--- src/rtl/piso_serializer_if.sv ---
// Parallel-load / serial-out bus between a word source and the serializer.
// The master side drives the load strobe and word; the slave side returns the shift state.
interface piso_serializer_if #(
    parameter int DATA_WIDTH = 9
);
    logic                  load;
    logic [DATA_WIDTH-1:1] x;
    logic [DATA_WIDTH-1:1] y;
    logic                  z;
    logic                  busy;

    modport master (
        output load,
        output x,
        input  y,
        input  z,
        input  busy
    );

    modport slave (
        input  load,
        input  x,
        output y,
        output z,
        output busy
    );
endinterface

--- src/rtl/piso_serializer.sv ---
// LSB-first parallel-in/serial-out shift register for the transmit path.
// A load captures a (DATA_WIDTH-1)-bit word, which is then shifted out one bit per clock.
module piso_serializer #(
    parameter int DATA_WIDTH = 9
) (
    input  logic                     clk,
    input  logic                     rst,
    piso_serializer_if.slave         bus
);
    localparam int W     = DATA_WIDTH - 1;
    localparam int CNT_W = $clog2(W + 1);

    logic [DATA_WIDTH-1:1] sr_q;
    logic [DATA_WIDTH-1:1] sr_d;
    logic [CNT_W-1:0]      cnt_q;
    logic [CNT_W-1:0]      cnt_d;

    // cnt holds the number of word bits still to appear on z, so busy is simply cnt != 0.
    always_comb begin
        sr_d  = sr_q;
        cnt_d = cnt_q;
        if (bus.load) begin
            sr_d  = bus.x;
            cnt_d = CNT_W'(W);
        end else if (cnt_q != '0) begin
            sr_d  = {1'b0, sr_q[DATA_WIDTH-1:2]};
            cnt_d = cnt_q - CNT_W'(1);
        end
    end

    always_ff @(posedge clk) begin
        if (rst) begin
            sr_q  <= '0;
            cnt_q <= '0;
        end else begin
            sr_q  <= sr_d;
            cnt_q <= cnt_d;
        end
    end

    assign bus.y    = sr_q;
    assign bus.z    = sr_q[1];
    assign bus.busy = (cnt_q != '0);
endmodule

--- src/flat_wrapper.sv ---
// flat-port wrapper written by rule: the top's interface ports become plain ports
module piso_serializer_flat 
#(
    parameter int DATA_WIDTH = 9
)
  (clk, rst, bus_load, bus_x, bus_y, bus_z, bus_busy);
  piso_serializer_if #(.DATA_WIDTH(DATA_WIDTH)) bus_i ();
  input  logic clk;
  input  logic rst;
  input wire logic [$bits(bus_i.load)-1:0] bus_load;
  input wire logic [$bits(bus_i.x)-1:0] bus_x;
  output wire logic [$bits(bus_i.y)-1:0] bus_y;
  output wire logic [$bits(bus_i.z)-1:0] bus_z;
  output wire logic [$bits(bus_i.busy)-1:0] bus_busy;
  assign bus_i.load = bus_load;
  assign bus_i.x = bus_x;
  assign bus_y = bus_i.y;
  assign bus_z = bus_i.z;
  assign bus_busy = bus_i.busy;
  piso_serializer #(.DATA_WIDTH(DATA_WIDTH)) u_core (.clk(clk), .rst(rst), .bus(bus_i));
endmodule
--- config.mk ---
export PLATFORM = sky130hd
export DESIGN_NAME = piso_serializer_flat
export DESIGN_NICKNAME = d
export VERILOG_FILES = /design/src/rtl/piso_serializer_if.sv /design/src/rtl/piso_serializer.sv /design/src/flat_wrapper.sv
export SDC_FILE = /design/constraint.sdc
export NUM_CORES = 1
export LEC_CHECK = 0
export CAP_MARGIN = 10
export CORE_MARGIN = 2
export CORE_UTILIZATION = 33
export DETAILED_ROUTE_END_ITERATION = 8
export GPL_ROUTABILITY_DRIVEN = 0
export HOLD_SLACK_MARGIN = 0.1
export SETUP_SLACK_MARGIN = 0.2
export SYNTH_ARGS = -nofsm -noshare
export SYNTH_HDL_FRONTEND = slang
export SYNTH_SLANG_ARGS = --single-unit
--- constraint.sdc ---
create_clock -name clk -period 1.25 [get_ports clk]
set_input_delay 0.25 -clock clk [delete_from_list [all_inputs] [get_ports clk]]
set_output_delay 0.25 -clock clk [all_outputs]
set_load 0.005 [all_outputs]
==> results.json <==
{
  "synthArstFlopShare": 0,
  "p_clk_frac": 0.238,
  "io_pins": 21,
  "cap_violations": 0,
  "post_drt_via_cell_ratio": 5.05,
  "power_frac_seq": 0.351,
  "synth_common_cells": "dfxtp_1 (12), nor2_1 (12), nor3_1 (10)",
  "power.density_mw_per_mm2": 1300,
  "rr_worst_depth": 7,
  "antenna_found_initial": 0,
  "status": "finished, violations left",
  "dp_hpwl_um": 1050,
  "drv_slew": 0,
  "hold_viol": 0,
  "synth_warnings": 0,
  "routedWlPerCell_um": 12.5,
  "finalClockSkew_ns": 0.00168,
  "violations": "negative setup slack",
  "synth_cell_type_count": 20,
  "synth_edf_count": 0,
  "ir_worst_vdd_v": 0.000739,
  "hold_end": "u_core.bus.y[8]",
  "crit_slowest_cell": "dfxtp_2",
  "path_class": "reg2out",
  "grt_max_degree": 11,
  "cp.required_ns": 1.00,
  "power.net_switching_uw": 424,
  "firstDrtPassIters": 3,
  "end_kind": "output port",
  "cts_root_buffer": "clkbuf_4",
  "rrSetupSlack_ns": -0.13,
  "synth_seq_cells": 12,
  "drc": 0,
  "num-nets-final": 115,
  "synth_top_area_cell": "dfxtp_1",
  "hp-class": "in2reg",
  "intPower_uw": 921,
  "setup_violations": 10,
  "hp-start": "bus_x[7]",
  "clock_sinks": 12,
  "path_cells": "inv_4, ha_4, nor3b_4, inv_2, buf_6",
  "clkTransAtPathRegs_ns": 0.08,
  "power.leakage_uw": 0.000431,
  "holdWs_ns": 0.522,
  "synth_area_um2": 583,
  "worst_slack_ns": -0.180,
  "synth_top_area_share": 0.412,
  "fin_crit_sh": 1.14,
  "syn_to_final_growth_pct": 77.0,
  "grt_usage": 0.156,
  "min_path_cells": 3,
  "dieArea_mm2": 0.00212,
  "slew_headroom": 0.796,
  "cts_buffer_depth": 2,
  "period_needed_ns": 1.43,
  "wirelength_um": 1480,
  "die_x_um": 46.0,
  "netSwitchingFraction": 0.315,
  "drive_gt1_frac": 0.644,
  "timing.setup.tns_ns": -0.818,
  "cts_tree": "built",
  "core_area_mm2": 0.00169,
  "worst_slew_pin_slew_ns": 0.304,
  "die_y_um": 46.0,
  "placementRows": 15,
  "synth_ff_type": "dfxtp_1",
  "synth_cells": 62,
  "drt-initial-drc-count": 2,
  "crit_path_max_incr_delay_ns": 0.34,
  "hold_buffers": 0,
  "cp.buffers_inverters": 3,
  "ctsHtreeMaxLevel": 1,
  "num_vias": 596,
  "start_util": 0.345,
  "grt_pass1_wl_um": 2370,
  "fmax_mhz": 699,
  "synth_area_leaders": "dfxtp_1 (41%), a2111oi_2 (13%), nor3_1 (8.6%), nor2_1 (7.7%), ha_1 (4.3%)",
  "numCtsBuffers": 3,
  "cp_top_family": "flip-flops",
  "globalRouteOverflowTotal": 0,
  "grt_pass1_vias": 584,
  "rsz0062_at_grt": "true",
  "postLayoutCoreUtil": 0.611,
  "rr_endpoint": "u_core.cnt_q[1]",
  "power_frac_comb": 0.411,
  "crit_fanout": 2,
  "critPathLaunchType": "flop",
  "yosysSeqAreaShare": 0.412,
  "port_buffers": 20,
  "rr_startpoint": "u_core.cnt_q[0]",
  "ant_nets": 0,
  "avgSynthCellArea_um2": 9.40,
  "syn-num-nets": 75,
  "critical_path_arrival_ns": 1.18,
  "antenna_cells": 0,
  "clk_latency_ns": 0.28
}
==> power groups by stage <==
stage          registers [uW]  clock network (uW)  logic [uW]
5_1_grt                   478                 341         603
6_report                  473                 319         553
2_1_floorplan             482                   0         282
3_5_place_dp              478                   0         499
3_3_place_gp              477                   0         495
4_1_cts                   472                 330         535
==> worst max path at each step <==
stage | start | endpoint | slack, ns | cells past startpoint
floorplan | u_core.cnt_q[1] | u_core.cnt_q[1] | -0.02 | 5
global placement | u_core.cnt_q[0] | bus_busy | -0.22 | 5
detailed placement | u_core.cnt_q[0] | bus_busy | -0.22 | 5
CTS | u_core.cnt_q[0] | bus_busy | -0.20 | 5
global route | u_core.cnt_q[0] | bus_busy | -0.23 | 5
finish | u_core.cnt_q[0] | bus_busy | -0.18 | 5
==> cells in the final DEF (no fill, tap or decap), types with 2 or more instances in the layout <==
cell | netlist | layout
clkbuf_4 | 0 | 3
buf_6 | 1 | 5
buf_4 | 2 | 17
dfxtp_1 | 12 | 2
a21oi_1 | 2 | 2
ha_4 | 0 | 2
nor4_1 | 2 | 2
dfxtp_2 | 0 | 10
inv_2 | 1 | 2
nor3_1 | 10 | 5
clkdlybuf4s50_1 | 0 | 10
buf_2 | 1 | 8
nor2_1 | 12 | 11
a2111oi_2 | 5 | 6
nor3_2 | 0 | 5
==> metal layers <==
layer,track usage,wire [um],part of all wire
met1,0.184,628,0.43
met2,0.275,791,0.54
met3,0.0238,41,0.028
met4,0.0686,14,0.0095
met5,0,0,0
==> what timing repair did <==
action                                  CTS  global route
hold endpoints to repair                  0             0
endpoints found under the setup margin   22            15
pin swaps                                 2             1
gates resized for setup                  54             5
setup buffers                             6             0
==> through the flow <==
step	instances	area, um^2	setup slack (ns)	power (uW)
3_5_place_dp	108	927	-0.216	977
3_3_place_gp	108	927	-0.218	972
2_1_floorplan	62	636	-0.0225	765
4_1_cts	118	1010	-0.195	1340
5_1_grt	118	1030	-0.231	1420
6_report	118	1030	-0.180	1340
==> tightest hold or removal path: stages <==
cell and delay, ns:
clkdlybuf4s50_1 0.39, nand2_1 0.06, a21oi_1 0.06
==> area by class of cell <==
| type | count | area [um^2] |
|---|---|---|
| Inverter | 4 | 17.5 |
| Multi-Input combinational cell | 41 | 380 |
| Timing Repair Buffer | 40 | 324 |
| Clock buffer | 4 | 36.3 |
| Sequential cell | 12 | 253 |
| Tap cell | 17 | 21.3 |
| Fill cell | 142 | 657 |
==> kinds of logic after synthesis <==
family	count (synthesis)	share of synthesized area
simple gates	27	0.232
xor+xnor	2	0.0300
buf+inv	9	0.0858
compound gates	9	0.180
fa+ha+maj	2	0.0429
flops	12	0.412
mux	1	0.0172
==> state kept, by name, indices dropped and copies added (netlist names) <==
signal	flops
u_core.cnt_q	4
u_core.bus.y	8
(Power assumes the default switching activity.)
